## config.mk

```make
export PLATFORM = sky130hd
export DESIGN_NAME = zb_chip_spreader_flat
export DESIGN_NICKNAME = d
export VERILOG_FILES = /design/src/rtl/zb_tx_pkg.sv /design/src/rtl/zb_chip_spreader_if.sv /design/src/rtl/zb_chip_timer.sv /design/src/rtl/zb_chip_spreader.sv /design/src/flat_wrapper.sv
export SDC_FILE = /design/constraint.sdc
export NUM_CORES = 1
export LEC_CHECK = 0
export ABC_AREA = 0
export ABC_CLOCK_PERIOD_IN_PS = 4400
export BUFFER_PORTS_ARGS = -buffer_cell sky130_fd_sc_hd__buf_2
export CAP_MARGIN = 20
export CORE_AREA = 10 10 88 82
export DETAILED_ROUTE_END_ITERATION = 8
export DIE_AREA = 0 0 98 92
export SLEW_MARGIN = 20
export SYNTH_ARGS = -nofsm -noshare
export SYNTH_HDL_FRONTEND = slang
export SYNTH_HIERARCHICAL = 1
export SYNTH_SLANG_ARGS = --single-unit
```

## constraint.sdc

```tcl
create_clock -name i_CLK -period 4.4 [get_ports i_CLK]
set_input_delay 0.88 -clock i_CLK [delete_from_list [all_inputs] [get_ports i_CLK]]
set_output_delay 0.88 -clock i_CLK [all_outputs]
set_load 0.1 [all_outputs]
```

## src/rtl/zb_tx_pkg.sv

```systemverilog
// rtl/zb_tx_pkg.sv - shared types, constants and PN mapping for the ZigBee chip spreader
//
// Purpose: FSM state type, symbol geometry and the 802.15.4 O-QPSK PN table,
//          generated from symbol 0 by the rotate/invert rule.
// Ports:   none (package).
package zb_tx_pkg;

  typedef enum logic [1:0] {
    IDLE    = 2'd0,
    SEND_LO = 2'd1,
    SEND_HI = 2'd2
  } state_t;

  localparam int ZB_CHIPS_PER_SYMB = 32;

  // Chip c0 is bit 31, so the bit order matches the written chip string.
  localparam logic [31:0] ZB_PN_SYMB0 = 32'b11011001110000110101001000101110;

  // Symbols 1..7 rotate symbol 0 right by 4 chips per step; symbols 8..15
  // additionally invert the odd-indexed chips (bits 30, 28, ... 0).
  function automatic logic [31:0] zb_pn_chips(input logic [3:0] symbol);
    logic [63:0] dbl;
    logic [5:0]  sh;
    logic [31:0] rot;
    dbl = {ZB_PN_SYMB0, ZB_PN_SYMB0};
    sh  = {1'b0, symbol[2:0], 2'b00};
    rot = dbl[sh +: 32];
    if (symbol[3]) begin
      rot = rot ^ 32'h5555_5555;
    end
    return rot;
  endfunction

endpackage

```

## src/rtl/zb_chip_spreader_if.sv

```systemverilog
// rtl/zb_chip_spreader_if.sv - byte input handshake and chip output bundle
//
// Purpose: groups the byte handshake and the chip stream of zb_chip_spreader.
// Signals: i_DATA/i_VALID/o_READY byte handshake; o_CHIP, o_CHIP_EN,
//          o_SYMB_START, o_BUSY chip stream; o_CHIP_I/o_CHIP_Q only when
//          ZB_SPREAD_IQ_EN is defined.
// Modports: master = byte source / chip sink, slave = spreader.
interface zb_chip_spreader_if;
  logic [7:0] i_DATA;
  logic       i_VALID;
  logic       o_READY;
  logic       o_CHIP;
  logic       o_CHIP_EN;
  logic       o_SYMB_START;
  logic       o_BUSY;
`ifdef ZB_SPREAD_IQ_EN
  logic       o_CHIP_I;
  logic       o_CHIP_Q;

  modport master (output i_DATA, i_VALID,
                  input  o_READY, o_CHIP, o_CHIP_EN, o_SYMB_START, o_BUSY,
                         o_CHIP_I, o_CHIP_Q);
  modport slave  (input  i_DATA, i_VALID,
                  output o_READY, o_CHIP, o_CHIP_EN, o_SYMB_START, o_BUSY,
                         o_CHIP_I, o_CHIP_Q);
`else
  modport master (output i_DATA, i_VALID,
                  input  o_READY, o_CHIP, o_CHIP_EN, o_SYMB_START, o_BUSY);
  modport slave  (input  i_DATA, i_VALID,
                  output o_READY, o_CHIP, o_CHIP_EN, o_SYMB_START, o_BUSY);
`endif
endinterface

```

## src/rtl/zb_chip_timer.sv

```systemverilog
// rtl/zb_chip_timer.sv - per-chip tick counter for the chip spreader
//
// Purpose: counts 0..CLK_PER_CHIP-1 while run is high and flags the first
//          and last clock of every chip.
// Ports:   clk, rst (async, active-high); run = spreader busy;
//          chip_en = first clock of a chip; last = final clock of a chip.
module zb_chip_timer #(
  parameter int CLK_PER_CHIP = 4
) (
  input  logic clk,
  input  logic rst,
  input  logic run,
  output logic chip_en,
  output logic last
);

  localparam logic [7:0] TICK_LAST = 8'(CLK_PER_CHIP - 1);

  logic [7:0] tick;

  // Held at 0 while idle so the first chip of a new byte starts a full chip.
  always_ff @(posedge clk or posedge rst) begin
    if (rst) begin
      tick <= '0;
    end else if (run && (tick != TICK_LAST)) begin
      tick <= tick + 8'd1;
    end else begin
      tick <= '0;
    end
  end

  assign chip_en = run && (tick == 8'd0);
  assign last    = run && (tick == TICK_LAST);

endmodule

```

## src/rtl/zb_chip_spreader.sv

```systemverilog
// rtl/zb_chip_spreader.sv - ZigBee DSSS chip spreader (byte -> 2 x 32 chips)
//
// Purpose: accepts bytes, spreads low then high nibble into PN chips, emits
//          one chip every CLK_PER_CHIP clocks, gapless across bytes.
// Ports:   i_CLK clock; i_RST async active-high reset; bus (slave) carries
//          i_DATA/i_VALID/o_READY and o_CHIP/o_CHIP_EN/o_SYMB_START/o_BUSY.
// Option:  ZB_SPREAD_IQ_EN adds o_CHIP_I (even chips) and o_CHIP_Q (odd chips).
module zb_chip_spreader
  import zb_tx_pkg::*;
#(
  parameter int CLK_PER_CHIP = 4
) (
  input  logic               i_CLK,
  input  logic               i_RST,
  zb_chip_spreader_if.slave  bus
);

  localparam logic [4:0] LAST_CHIP = 5'(ZB_CHIPS_PER_SYMB - 1);

  state_t      state;
  logic [7:0]  byte_q;
  logic [4:0]  chip_idx;
  logic        chip;
  logic        symb_start;
  logic        busy;
  logic        chip_en;
  logic        last;

  zb_chip_timer #(.CLK_PER_CHIP(CLK_PER_CHIP)) u_timer (
    .clk     (i_CLK),
    .rst     (i_RST),
    .run     (busy),
    .chip_en (chip_en),
    .last    (last)
  );

  logic        chip_end;
  logic        ready;
  logic        accept;
  logic [31:0] cur_word;
  logic [31:0] hi_word;
  logic [31:0] new_word;
  logic [4:0]  next_idx;
  logic [4:0]  step_pos;

  assign chip_end = last && (chip_idx == LAST_CHIP);
  // Ready in the final clock of the high symbol lets the next byte follow gaplessly.
  assign ready    = !i_RST && ((state == IDLE) || ((state == SEND_HI) && chip_end));
  assign accept   = bus.i_VALID && ready;
  assign cur_word = zb_pn_chips((state == SEND_HI) ? byte_q[7:4] : byte_q[3:0]);
  assign hi_word  = zb_pn_chips(byte_q[7:4]);
  assign new_word = zb_pn_chips(bus.i_DATA[3:0]);
  assign next_idx = chip_idx + 5'd1;
  assign step_pos = ~next_idx;   // 31 - next_idx: c0 lives in bit 31

  always_ff @(posedge i_CLK or posedge i_RST) begin
    if (i_RST) begin
      state      <= IDLE;
      byte_q     <= '0;
      chip_idx   <= '0;
      chip       <= 1'b0;
      symb_start <= 1'b0;
      busy       <= 1'b0;
    end else begin
      symb_start <= 1'b0;
      case (state)
        IDLE: begin
          chip     <= 1'b0;
          busy     <= 1'b0;
          chip_idx <= '0;
          if (accept) begin
            byte_q     <= bus.i_DATA;
            state      <= SEND_LO;
            chip       <= new_word[31];
            symb_start <= 1'b1;
            busy       <= 1'b1;
          end
        end
        SEND_LO: begin
          if (chip_end) begin
            state      <= SEND_HI;
            chip_idx   <= '0;
            chip       <= hi_word[31];
            symb_start <= 1'b1;
          end else if (last) begin
            chip_idx <= next_idx;
            chip     <= cur_word[step_pos];
          end
        end
        SEND_HI: begin
          if (chip_end) begin
            chip_idx <= '0;
            if (accept) begin
              byte_q     <= bus.i_DATA;
              state      <= SEND_LO;
              chip       <= new_word[31];
              symb_start <= 1'b1;
            end else begin
              state <= IDLE;
              chip  <= 1'b0;
              busy  <= 1'b0;
            end
          end else if (last) begin
            chip_idx <= next_idx;
            chip     <= cur_word[step_pos];
          end
        end
        default: state <= IDLE;
      endcase
    end
  end

`ifdef ZB_SPREAD_IQ_EN
  logic load_first;
  logic load_step;
  logic chip_i;
  logic chip_q;

  // Chip 0 of a symbol is even, so it always lands on the I rail.
  assign load_first = accept || ((state == SEND_LO) && chip_end);
  assign load_step  = (state != IDLE) && last && !chip_end;

  always_ff @(posedge i_CLK or posedge i_RST) begin
    if (i_RST) begin
      chip_i <= 1'b0;
      chip_q <= 1'b0;
    end else if (load_first) begin
      chip_i <= accept ? new_word[31] : hi_word[31];
    end else if (load_step) begin
      if (next_idx[0]) begin
        chip_q <= cur_word[step_pos];
      end else begin
        chip_i <= cur_word[step_pos];
      end
    end
  end

  assign bus.o_CHIP_I = chip_i;
  assign bus.o_CHIP_Q = chip_q;
`endif

  assign bus.o_READY      = ready;
  assign bus.o_CHIP       = chip;
  assign bus.o_CHIP_EN    = chip_en;
  assign bus.o_SYMB_START = symb_start;
  assign bus.o_BUSY       = busy;

endmodule

```

## src/flat_wrapper.sv

```systemverilog
// flat-port wrapper written by rule: the top's interface ports become plain ports
module zb_chip_spreader_flat import zb_tx_pkg::*;
#(
  parameter int CLK_PER_CHIP = 4
)
  (i_CLK, i_RST, bus_i_DATA, bus_i_VALID, bus_o_READY, bus_o_CHIP, bus_o_CHIP_EN, bus_o_SYMB_START, bus_o_BUSY);
  zb_chip_spreader_if bus_i ();
  input  logic i_CLK;
  input  logic i_RST;
  input wire logic [$bits(bus_i.i_DATA)-1:0] bus_i_DATA;
  input wire logic [$bits(bus_i.i_VALID)-1:0] bus_i_VALID;
  output wire logic [$bits(bus_i.o_READY)-1:0] bus_o_READY;
  output wire logic [$bits(bus_i.o_CHIP)-1:0] bus_o_CHIP;
  output wire logic [$bits(bus_i.o_CHIP_EN)-1:0] bus_o_CHIP_EN;
  output wire logic [$bits(bus_i.o_SYMB_START)-1:0] bus_o_SYMB_START;
  output wire logic [$bits(bus_i.o_BUSY)-1:0] bus_o_BUSY;
  assign bus_i.i_DATA = bus_i_DATA;
  assign bus_i.i_VALID = bus_i_VALID;
  assign bus_o_READY = bus_i.o_READY;
  assign bus_o_CHIP = bus_i.o_CHIP;
  assign bus_o_CHIP_EN = bus_i.o_CHIP_EN;
  assign bus_o_SYMB_START = bus_i.o_SYMB_START;
  assign bus_o_BUSY = bus_i.o_BUSY;
  zb_chip_spreader #(.CLK_PER_CHIP(CLK_PER_CHIP)) u_core (.i_CLK(i_CLK), .i_RST(i_RST), .bus(bus_i));
endmodule
```

* Word level (Yosys, flattened, before mapping)
Cells that the tools add are included. W data, S select, Z words.
Operators by class: add/sub/neg operators 2, $lt $le $gt $ge 1, eq/ne operators 10, shift operators 3, multiplexer cells 28, bitwise gates (word level) 2, reduce and logical (&&, ||, !) cells 19
Operators with widths (number):
- $shiftx A64 B6 Y32 const A | 3
- $mux W31 | 1
- $mux W8 | 3
- $not A16 Y16 | 1
- $pmux W8 S2 | 1
- $mux W1 | 11
- $mux W5 | 2
- $pmux W5 S2 | 1
- $add A8 B1 Y8 const B | 1
- $eq A8 B2 Y1 const B | 1
- $logic_not A8 Y1 | 1
- $ne A8 B2 Y1 const B | 1
- $logic_and A1 B1 Y1 | 7
- $lt A5 B6 Y1 const B | 1
- $mux W2 | 3
- $ne A2 B1 Y1 const B | 3
- $pmux W1 S3 | 2
- $pmux W2 S3 | 1
- $reduce_and A3 Y1 | 2
- $add A5 B1 Y5 const B | 1
- $bmux W1 S5 | 1
- $eq A5 B5 Y1 const B | 1
- $not A5 Y5 | 1
- $mux W4 | 1
- 12 further kinds | 14
Storage, ports and cells: register bits 26, input port bits 11, output and inout bits 5, logic and storage cells 72

* Longest topological paths before layout
Gate-level depths: netlist of the first run.
word-level depth 10, mapped depth 14, mapped depth without buffers 11

* Hierarchy
Netlist of the first run, hierarchy kept.
By module, submodules not included:
- zb_chip_spreader | times used 1, cells each 249, area an instance 2018.2 µm², seq. area each 450.4 µm²
- zb_chip_timer | times used 1, cells each 47, area an instance 449.2 µm², seq. area each 200.2 µm²

* Worst setup path before layout of the first run
No wires, ideal clock.
kind reg2out, start point reg u_core.busy, in the netlist u_core/bus.o_BUSY, end point out bus_o_READY, arrival 2.456 ns, data required time 3.520 ns, path slack 1.064 ns, stages on the path, launching flop included 5, path buffers 1, cell sequence dfrtp_1 -> and3_1 -> clkbuf_1 -> a31o_2 -> and2_1
Between the ends: cells in the longest elaborated chain, start to end 5
RTL lines:
- from (decl) | line zb_chip_spreader.sv:25 | logic busy;
- from (signal assigned) | line zb_chip_spreader.sv:63 | busy <= 1'b0;
- from (signal assigned) | line zb_chip_spreader.sv:69 | busy <= 1'b0;
- from (signal assigned) | line zb_chip_spreader.sv:76 | busy <= 1'b1;
- $logic_and A1 B1 Y1 | line zb_chip_timer.sv:33 | assign last = run && (tick == TICK_LAST);
- net u_core.last | line zb_chip_spreader.sv:27 | logic last;
- $logic_and A1 B1 Y1 | line zb_chip_spreader.sv:46 | assign chip_end = last && (chip_idx == LAST_CHIP);
- $logic_and A1 B1 Y1 | line zb_chip_spreader.sv:48 | assign ready = !i_RST && ((state == IDLE) || ((state == SEND_HI) && chip_end));
- $logic_or A1 B1 Y1 | line zb_chip_spreader.sv:48
- $logic_and A1 B1 Y1 | line zb_chip_spreader.sv:48
- to (decl) | line flat_wrapper.sv:12 | output wire logic [$bits(bus_i.o_READY)-1:0] bus_o_READY;
The timed path passes the listed nets, and every way through them passes these cells.

* Worst setup path after layout of the first run
start point reg u_core.u_timer.tick[4], end point out bus_o_READY
Between the ends: cells in the longest elaborated chain, start to end 6
RTL lines:
- from (decl) | line zb_chip_timer.sv:19 | logic [7:0] tick;
- from (signal assigned) | line zb_chip_timer.sv:26 | tick <= tick + 8'd1;
- $eq A8 B2 Y1 | line zb_chip_timer.sv:33
- $logic_and A1 B1 Y1 | line zb_chip_timer.sv:33
- net u_core.last | line zb_chip_spreader.sv:27
- $logic_and A1 B1 Y1 | line zb_chip_spreader.sv:46
- $logic_and A1 B1 Y1 | line zb_chip_spreader.sv:48
- $logic_or A1 B1 Y1 | line zb_chip_spreader.sv:48
- $logic_and A1 B1 Y1 | line zb_chip_spreader.sv:48
The timed path passes the listed nets, and every way through them passes these cells.

==> qor.csv, run 1 <==
stage,metric,value,unit
clock_tree,clock-root-buffer,clkbuf_8,
sta,slew_headroom,0.465,
floorplan,coreArea,0.00550,mm^2
setup_path,slowest_delay,570,ps
setup_path,path_depth,6,
sta,rsz0062_at_grt,no,
setup_path,worstPathArrival,2580,ps
synth,yosys.cell_count.top_type,o21ai_0,
clock_tree,cts_tree,built,
floorplan,dieArea,0.00902,mm^2
global_route,grt_pass1_wl,10100,um
pwr,power_density,775,mW/mm^2
route,vias_per_cell,5.83,
synth,avgSynthCellArea,8.34,um^2
synth,synthTopCellsByCount,"o21ai_0 (32), dfrtp_1 (26), nand2_1 (24)",
clock_tree,numClockSinks,26,
synth,synth_area_leader_cell,dfrtp_1,
sta,min_period_over_period,0.786,
route,drt_first_iter_violations,165,
clock_tree,h-tree-depth,1,
sta,hold_viol_final,0,
synth,syn_nets,322,
pwr,ir_worst_vdd,0.398,mV
synth,synth_cell_type_count,56,
synth,yosysWarnings,6,
synth,synth_area_leaders,"dfrtp_1 (26%), ha_1 (7.6%), o21ai_0 (6.5%), mux2_2 (5.0%), xnor2_1 (4.6%)",
worst_hold_path,worstHoldPathCells,1,
synth,yosysSeqAreaShare,0.264,
global_route,grt_pass1_vias,2081,
synth,synthArstFlopShare,1.00,
final_layout,instances_no_fill,369,
route,drtPass1Iterations,4,
pwr,p_leak,1.06,nW
setup_path,cp.required,3520,ps
setup_path,path_buf_inv,1,
placed_design,dp_cells,365,
route,dr_total_vias,2153,
route,drc,0,
route,drt_wl_total,5860,um
sta,layout_min_cycle_time,3460,ps
clock_tree,cts_hold_buf,0,
sta,tightest_slew,802,ps
floorplan,rows,26,
clock_tree,insertion_delay,270,ps
sta,fin_skew,2.07,ps
synth,ys_ff_latch,26,
final_layout,finalNetCount,326,
synth,syn-cell-area,0.00247,mm^2
clock_tree,post_cts_buffers,0,
worst_hold_path,hold_path_class,reg -> reg,
placed_design,portBuffers,15,
final_layout,seq_area,651,um^2
final_layout,syn2layout_area_growth,5.88,%
global_route,overflow,0,
sta,setup_violations,0,
setup_path,critPathTopFamily,simple AND/OR/NAND/NOR gates,
run_status,outcome,"finished, final reports clean",
setup_path,slowest_stage,or4_4,
setup_path,crit_path_start_kind,register,
global_route,grt_max_degree,33,
global_route,antenna_found_initial,0,
sta,max_freq,289,MHz
synth,synth_top_area_share,0.264,
final_layout,drive_above_1_share,0.154,
floorplan,ios,16,
clock_tree,cts_resized,0,
placed_design,dp_hpwl,4340,um
flow_run,drv_cap,0,
floorplan,initial_core_util,0.449,
clock_tree,cts.path.max_buffers,2,
floorplan,die_y,92,um
placed_design,gp_congestion,0.877,
setup_path,worstPathCellList,or4_4 -> nor3_1 -> and3_1 -> a31o_2 -> and2_1 -> buf_2,
setup_path,critPathKind,reg -> out,
synth,synthFlopType,dfrtp_1,
clock_tree,numCtsBuffers,3,
sta,slew_viol_final,0,
setup_path,critical_path_peak_fanout,9,
clock_tree,clk_pin_slew,90,ps
setup_path,end_kind,output pin,
synth,synth_edf_count,0,
final_layout,fill_cells,547,
floorplan,die_w,98,um
final_layout,multiInputGateArea,0.00165,mm^2
final_layout,antenna_cells,0,
route,ant_nets,0,
global_route,grt_usage,0.130,
sta,fin_tns_setup,0,ps
synth,postSynthCellCount,296,
setup_path,worst_r2r_path_depth,11,
route,wl_per_cell,15.9,um
pwr,power,2.02,mW
## where the power goes
group | total, mW | internal [mW] | switching (mW)
clock | 0.159 | 0.0801 | 0.0789
sequential | 0.401 | 0.302 | 0.0990
combinational | 1.47 | 0.563 | 0.902
total | 2.02 | 0.945 | 1.08
## cell type report
class,count,share of cell area
Clock buffer,4,0.0211
Inverter,17,0.0263
Multi-Input combinational cell,234,0.633
Sequential cell,26,0.249
Tap cell,70,0.0335
Timing Repair Buffer,18,0.0374
## metal layers
layer | vias to the layer above | track usage | wire length (um)
met5 | - | 0 | 0
met4 | 0 | 0.0315 | 83
met3 | 10 | 0.0263 | 235
met2 | 51 | 0.208 | 2670
met1 | 1002 | 0.174 | 2870
li1 | 1090 | - | -
## sequential cells by signal, summed over array words and instances, names as in the netlist
name	flops
u_core/chip_idx	5
u_core/bus.o_BUSY	1
u_core/state	2
u_core/byte_q	8
u_core/bus.o_CHIP	1
u_core/bus.o_SYMB_START	1
u_core/u_timer/tick	8
## kinds of logic after synthesis
kind of cell | after synthesis | share of synthesized area
AOI/OAI and AO/OA | 95 | 0.258
DFF | 26 | 0.264
muxes | 23 | 0.115
buffers and inverters | 36 | 0.0664
xor gates and xnor gates | 17 | 0.0603
and+or+nand+nor | 84 | 0.161
adders and majority gates | 15 | 0.0761
## cell usage in the layout, fill, tap and decap left out, types with 3 or more instances in the layout
cell | Yosys | routed
xnor2_1 | 13 | 13
dfrtp_1 | 26 | 26
and3_1 | 3 | 3
o21ai_0 | 32 | 32
o211ai_1 | 7 | 7
o311a_1 | 3 | 3
ha_1 | 15 | 15
mux2_2 | 11 | 11
a211oi_1 | 4 | 4
mux2i_1 | 7 | 7
a31oi_1 | 7 | 7
nor3_1 | 13 | 13
clkbuf_8 | 0 | 4
buf_2 | 6 | 15
inv_1 | 14 | 14
buf_4 | 0 | 3
nand3_1 | 9 | 9
o31ai_1 | 3 | 3
nand2b_1 | 3 | 3
and2_1 | 3 | 3
xor2_1 | 4 | 4
nand2_1 | 24 | 24
a21boi_0 | 4 | 4
or3_1 | 3 | 3
a21oi_1 | 17 | 17
nor2_1 | 19 | 19
## final timing paths
check	endpoint	startpoint	slack (ps)
setup / recovery	bus_o_READY	u_core/u_timer/tick[4]	940
hold / removal	u_core/u_timer/tick[0]	u_core/u_timer/tick[0]	540
setup reg to reg	u_core/bus.o_CHIP	u_core/state[0]	1040
hold reg to reg	u_core/u_timer/tick[0]	u_core/u_timer/tick[0]	540
max in group asynchronous	u_core/byte_q[1]	i_RST	3570
min in group asynchronous	u_core/u_timer/tick[0]	i_RST	550
## per-stage QoR
stage	setup WS, ps	hold WS (ps)	area, um^2	util
after floorplan	1060	481	2470	-
after global placement	1150	513	2560	0.465
after detailed placement	1040	515	2560	0.465
after CTS	935	538	2610	0.475
after global routing	743	581	2610	0.475
final	939	536	2610	0.475
No activity file was read; power rests on OpenSTA's default activity.
==> run 2, diff against run 1 <==
--- a/config.mk
+++ b/config.mk
@@ -5,13 +5,14 @@
 export SDC_FILE = /design/constraint.sdc
 export NUM_CORES = 1
 export LEC_CHECK = 0
-export ABC_AREA = 0
-export ABC_CLOCK_PERIOD_IN_PS = 4400
+export ABC_AREA = 1
+export ABC_CLOCK_PERIOD_IN_PS = 3100
 export BUFFER_PORTS_ARGS = -buffer_cell sky130_fd_sc_hd__buf_2
 export CAP_MARGIN = 20
-export CORE_AREA = 10 10 88 82
+export CORE_AREA = 10 10 86 81
 export DETAILED_ROUTE_END_ITERATION = 8
-export DIE_AREA = 0 0 98 92
+export DIE_AREA = 0 0 96 91
+export PLACE_DENSITY = 0.66
 export SLEW_MARGIN = 20
 export SYNTH_ARGS = -nofsm -noshare
 export SYNTH_HDL_FRONTEND = slang
==> constraint.sdc (replaced) <==
create_clock -name i_CLK -period 3.1 [get_ports i_CLK]
set_input_delay 0.62 -clock i_CLK [delete_from_list [all_inputs] [get_ports i_CLK]]
set_output_delay 0.62 -clock i_CLK [all_outputs]
set_load 0.1 [all_outputs]
==> run 2 against run 1 <==
Against the previous run: worst hold slack lost 210 ps; critical path depth grew 2; global-route usage grew 0.41 points; non-clock buffer count is the same; final area shrank 0.86%; largest cell class unchanged; highest routed layer unchanged.
==> qor.csv, run 2 <==
stage,metric,value,unit
global_route,grt_usage,0.134,
setup_path,r2r_end,u_core/bus.o_CHIP,
sta,slew_viol_final,0,
clock_tree,numClockSinks,26,
synth,syn-cell-area,0.00237,mm^2
setup_path,worstPathArrival,2270,ps
clock_tree,cts.path.max_buffers,2,
sta,setup_violations,0,
setup_path,crit_top_cell,nand2_1,
pwr,switchingPower,1.74,mW
synth,synthArstFlopShare,1.00,
run_status,outcome,"finished, final reports clean",
floorplan,dieArea,0.00874,mm^2
synth,syn_nets,383,
clock_tree,h-tree-depth,1,
setup_path,critPathKind,reg -> out,
clock_tree,clk_pin_slew,90,ps
final_layout,finalNetCount,399,
clock_tree,numCtsBuffers,3,
placed_design,gp_congestion,0.880,
setup_path,critPathTopFamily,simple AND/OR/NAND/NOR gates,
synth,yosysWarnings,6,
setup_path,worstPathCellList,ha_1 -> nand3_2 -> nor3b_2 -> nand2_1 -> inv_1 -> nand2_1 -> a21oi_4 -> buf_4,
final_layout,mostFrequentLayoutCells,"nand2_1 (89), nand3_1 (60), inv_1 (41), nor2_1 (41), dfrtp_1 (25)",
setup_path,critical_path_peak_fanout,6,
pwr,p_leak,1.34,nW
sta,fin_skew,8.05,ps
placed_design,dp_hpwl,4310,um
setup_path,crit_path_start_kind,register,
final_layout,final_common_cell,nand2_1,
final_layout,largest_registers,"u_core/byte_q (8), u_core/u_timer/tick (8), u_core/chip_idx (5)",
sta,slew_headroom,0.534,
setup_path,r2r_slack,360,ps
clock_tree,clock-root-buffer,clkbuf_8,
flow_run,drv_cap,0,
setup_path,cp.required,2480,ps
pwr,swShare,0.579,
synth,synth_top_area_share,0.274,
global_route,antenna_found_initial,0,
sta,tightest_slew,698,ps
sta,layout_min_cycle_time,2890,ps
clock_tree,insertion_delay,270,ps
route,dr_total_vias,2290,
synth,synth_area_leader_cell,dfrtp_1,
placed_design,portBuffers,15,
floorplan,initial_core_util,0.463,
final_layout,drive_above_1_share,0.156,
pwr,power_density,1160,mW/mm^2
sta,hold_viol_final,0,
setup_path,slowest_stage,dfrtp_1,
setup_path,slowest_delay,400,ps
synth,ys_ff_latch,26,
route,drtPass1Iterations,4,
setup_path,path_buf_inv,2,
setup_path,end_kind,output pin,
sta,rsz0062_at_grt,no,
setup_path,path_depth,8,
global_route,grt_pass1_vias,2087,
global_route,overflow,0,
route,drt_wl_total,5630,um
synth,avgSynthCellArea,6.65,um^2
synth,synth_edf_count,0,
final_layout,fill_cells,543,
final_layout,syn2layout_area_growth,9.12,%
synth,synth_area_leaders,"dfrtp_1 (27%), nand2_1 (14%), nand3_1 (13%), ha_1 (7.9%), inv_1 (6.5%)",
synth,postSynthCellCount,357,
sta,max_freq,346,MHz
synth,synth_cell_type_count,32,
pwr,p_int,1.27,mW
final_layout,antenna_cells,0,
worst_hold_path,hold_path_class,in -> async,
synth,synthTopCellsByCount,"nand2_1 (89), nand3_1 (60), inv_1 (41), nor2_1 (41), dfrtp_1 (26)",
floorplan,die_y,91,um
route,ant_nets,0,
clock_tree,cts_tree,built,
global_route,grt_pass1_wl,9810,um
route,wl_per_cell,12.8,um
pwr,ir_worst_vdd,0.453,mV
global_route,grt_max_degree,19,
sta,fin_tns_setup,0,ps
floorplan,ios,16,
synth,synthFlopType,dfrtp_1,
pwr,p_clk_frac,0.073,
synth,yosysSeqAreaShare,0.274,
sta,min_period_over_period,0.932,
route,vias_per_cell,5.22,
setup_path,worst_r2r_path_depth,21,
synth,yosys.cell_count.top_type,nand2_1,
route,drc,0,
pwr,pwr-share-comb,0.755,
route,drt_first_iter_violations,194,
pwr,seq_power_share,0.171,
floorplan,coreArea,0.00513,mm^2
floorplan,rows,25,
floorplan,die_w,96,um
final_layout,final_core_util,0.505,
clock_tree,post_cts_buffers,0,
setup_path,r2r-start,u_core/state[0],
[run 2: worst max path at each step]
stage	from	endpoint	slack, ps
2_1_floorplan	u_core/bus.o_BUSY	u_core/byte_q[0]	250
3_3_place_gp	u_core/u_timer/tick[0]	bus_o_READY	220
3_5_place_dp	u_core/u_timer/tick[0]	bus_o_READY	230
4_1_cts	u_core/u_timer/tick[0]	bus_o_READY	30
5_1_grt	u_core/u_timer/tick[0]	bus_o_READY	3
6_report	u_core/u_timer/tick[0]	bus_o_READY	210
[run 2: final cells by class]
type | instances | area [um^2] | area share
Multi-Input combinational cell | 281 | 1540 | 0.594
Tap cell | 67 | 83.8 | 0.0324
Timing Repair Buffer | 18 | 100 | 0.0386
Inverter | 43 | 161 | 0.0623
Sequential cell | 26 | 652 | 0.252
Clock buffer | 4 | 55.1 | 0.0213
[run 2: layer usage]
layer  track usage  share of wire  up-vias
met4        0.0295          0.013        0
met1         0.192           0.50     1046
met2         0.196           0.43       55
met3        0.0321          0.053       11
met5             0              0        -
li1              -              -     1178
[run 2: logic make-up after synthesis]
| group | synth area share |
|---|---|
| AND/OR/NAND/NOR | 0.440 |
| XOR/XNOR | 0.0221 |
| flip-flops | 0.274 |
| multiplexers | 0.00896 |
| AO/OA/AOI/OAI | 0.0912 |
| buffers and inverters | 0.0849 |
| adder cells (fa/ha/maj) | 0.0791 |
[run 2: power groups by stage]
stage	clock (mW)	combinational (mW)	sequential, mW
after floorplan	0	1.72	0.602
after global placement	0	2.23	0.521
after detailed placement	0	2.24	0.520
after CTS	0.234	2.25	0.515
after global routing	0.250	2.57	0.533
final	0.221	2.27	0.515
[run 2: what timing repair did]
action                                  4_1_cts  5_1_grt
hold buffers                                  0        0
gates cloned                                  0        0
gates resized for setup                       1        1
endpoints found under the setup margin        1        2
[run 2: through the flow]
| stage | instance area, um^2 | hold slack (ps) | power, mW | std cells | setup WS [ps] |
|---|---|---|---|---|---|
| CTS | 2580 | 316 | 3.00 | 439 | 33.6 |
| floorplan | 2390 | 436 | 2.33 | 357 | 249 |
| detailed placement | 2530 | 482 | 2.76 | 435 | 230 |
| finish | 2590 | 322 | 3.01 | 439 | 210 |
| global route | 2590 | 330 | 3.35 | 439 | 3.19 |
| global placement | 2530 | 480 | 2.75 | 435 | 221 |
==> run 3, diff against run 2 <==
--- a/config.mk
+++ b/config.mk
@@ -5,14 +5,12 @@
 export SDC_FILE = /design/constraint.sdc
 export NUM_CORES = 1
 export LEC_CHECK = 0
-export ABC_AREA = 1
 export ABC_CLOCK_PERIOD_IN_PS = 3100
 export BUFFER_PORTS_ARGS = -buffer_cell sky130_fd_sc_hd__buf_2
 export CAP_MARGIN = 20
-export CORE_AREA = 10 10 86 81
+export CORE_AREA = 10 10 63 116
 export DETAILED_ROUTE_END_ITERATION = 8
-export DIE_AREA = 0 0 96 91
-export PLACE_DENSITY = 0.66
+export DIE_AREA = 0 0 73 126
 export SLEW_MARGIN = 20
 export SYNTH_ARGS = -nofsm -noshare
 export SYNTH_HDL_FRONTEND = slang
==> run 3 against run 2 <==
Against the previous run: setup slack worse by 24 ps; sequential power is 13% higher; cell count is 15% lower.
==> qor.csv, run 3 (synthesis results as in run 1) <==
stage,metric,value,unit
final_layout,largest_registers,"u_core/byte_q (8), u_core/u_timer/tick (8), u_core/chip_idx (5)",
flow_run,drv_cap,0,
sta,setup_slack,185,ps
route,wl_per_cell,17.5,um
setup_path,worstPathCellList,inv_2 -> ha_4 -> mux2_4 -> ha_1 -> nand2_1 -> o21ai_0 -> o21ai_1 -> xnor2_1 -> mux4_2 -> o311a_1 -> o311ai_2,
sta,fin_tns_setup,0,ps
route,drt_first_iter_violations,69,
sta,slew_headroom,0.611,
setup_path,cp.required,3290,ps
floorplan,die_y,126,um
pwr,switchingPower,1.62,mW
sta,min_period_over_period,0.940,
final_layout,mostFrequentLayoutCells,"o21ai_0 (31), dfrtp_1 (26), nand2_1 (24)",
setup_path,endpoint,u_core/bus.o_CHIP,
global_route,grt_usage,0.143,
pwr,p_clk_frac,0.091,
route,drtPass1Iterations,5,
setup_path,r2r_end,u_core/bus.o_CHIP,
global_route,grt_pass1_vias,2186,
clock_tree,clk_pin_slew,90,ps
final_layout,seq_area,651,um^2
pwr,seq_power_share,0.186,
placed_design,gp_congestion,0.878,
floorplan,coreArea,0.00542,mm^2
floorplan,dieArea,0.00920,mm^2
final_layout,drive_above_1_share,0.193,
sta,fin_skew,2.54,ps
sta,hold_viol_final,0,
setup_path,critical_path_peak_fanout,4,
floorplan,ios,16,
setup_path,crit_path_start_kind,register,
pwr,p_leak,1.13,nW
setup_path,critPathKind,reg -> reg,
sta,layout_min_cycle_time,2910,ps
final_layout,finalNetCount,338,
final_layout,multiInputGateArea,0.00167,mm^2
route,dr_total_vias,2267,
sta,slew_viol_final,0,
clock_tree,insertion_delay,280,ps
final_layout,final_core_util,0.504,
clock_tree,numCtsBuffers,3,
run_status,outcome,"finished, final reports clean",
global_route,grt_pass1_wl,10500,um
global_route,grt_max_degree,32,
clock_tree,cts_tree,built,
sta,rsz0062_at_grt,no,
setup_path,worst_r2r_path_depth,11,
setup_path,r2r-start,u_core/state[0],
clock_tree,clock-root-buffer,clkbuf_8,
pwr,swShare,0.515,
worst_hold_path,hold_path_class,in -> async,
clock_tree,h-tree-depth,1,
setup_path,crit_start,u_core/state[0],
setup_path,path_depth,11,
pwr,ir_worst_vdd,0.749,mV
route,drt_wl_total,6510,um
clock_tree,cts.path.max_buffers,2,
setup_path,end_kind,register,
floorplan,initial_core_util,0.455,
setup_path,worstPathArrival,3100,ps
route,vias_per_cell,6.11,
route,drc,0,
final_layout,final_common_cell,o21ai_0,
sta,tightest_slew,579,ps
sta,max_freq,343,MHz
pwr,power_density,1150,mW/mm^2
setup_path,slowest_stage,mux4_2,
final_layout,antenna_cells,0,
floorplan,rows,38,
sta,setup_violations,0,
pwr,p_int,1.52,mW
clock_tree,numClockSinks,26,
placed_design,dp_slack,79.3,ps
setup_path,critPathTopFamily,compound AO/OA/AOI/OAI gates,
setup_path,slowest_delay,470,ps
placed_design,dp_hpwl,5210,um
global_route,overflow,0,
final_layout,fill_cells,545,
pwr,pwr-share-comb,0.723,
route,ant_nets,0,
setup_path,path_buf_inv,1,
placed_design,portBuffers,15,
global_route,antenna_found_initial,0,
floorplan,die_w,73,um
final_layout,syn2layout_area_growth,10.8,%
setup_path,r2r_slack,190,ps
run 3: cell types whose count changed in the layout (fill, tap and decap cells not counted), moves of 7 or more:
| cell | previous run | this run |
|---|---|---|
| o21ai_0 | 10 | 31 |
| nand3_1 | 60 | 9 |
| mux2_2 | 1 | 11 |
| nor2_1 | 41 | 19 |
| xnor2_1 | 2 | 13 |
| buf_4 | 4 | 15 |
| nor3_1 | 2 | 13 |
| a31oi_1 | 0 | 7 |
| nand2_4 | 9 | 0 |
| nand2_2 | 15 | 0 |
| nand2_1 | 89 | 24 |
| inv_1 | 41 | 13 |
run 3: metal layers:
metal	vias up	GRT usage	wire length [um]
met3	20	0.00943	121
li1	1108	-	-
met5	-	0	0
met1	1090	0.134	2310
met4	0	0.0865	277
met2	49	0.275	3790
run 3: cell type report:
class	instances	share of cell area
clock buffers	3	0.0151
clock inverters	1	0.0110
inverters	17	0.0252
multi-input cells	234	0.609
flip-flops and latches	26	0.238
well taps	60	0.0275
repair buffers	30	0.0741
run 3: through the flow:
stage                     instance area [um^2]  hold WS [ps]  power (mW)  std cells
after floorplan                           2470           436        2.29        296
after global placement                    2640           506        2.81        366
after detailed placement                  2640           522        2.82        366
after CTS                                 2710           304        3.12        370
after global routing                      2730           301        3.37        371
final                                     2730           293        3.14        371
run 3: repair_timing:
item	CTS	global route
endpoints found under the setup margin	0	1
hold buffers	0	0
resized for setup	0	3
setup buffers	0	1
run 3: power by group through the flow:
stage / Clock, mW / Sequential [mW] / Combinational, mW
5_1_grt: 0.304 / 0.599 / 2.46
6_report: 0.286 / 0.584 / 2.27
3_3_place_gp: 0 / 0.589 / 2.22
4_1_cts: 0.293 / 0.584 / 2.24
2_1_floorplan: 0 / 0.596 / 1.69
3_5_place_dp: 0 / 0.589 / 2.23
run 3: worst min-delay path by stage:
stage,to,slack (ps),cells past startpoint
6_report,u_core/u_timer/tick[7],290,2
4_1_cts,u_core/u_timer/tick[2],300,2
3_5_place_dp,u_core/chip_idx[4],520,2
3_3_place_gp,u_core/chip_idx[4],510,2
2_1_floorplan,u_core/u_timer/tick[0],440,1
5_1_grt,u_core/u_timer/tick[7],300,2
run 3: worst register-to-register path: cells and delay by family (launching register included):
family | cells | cell delay (ps)
buffers and inverters | 1 | 100
XOR/XNOR | 1 | 70
AND/OR/NAND/NOR | 1 | 80
flip-flops | 1 | 410
multiplexers | 2 | 810
adder cells (fa/ha/maj) | 2 | 500
AO/OA/AOI/OAI | 4 | 840
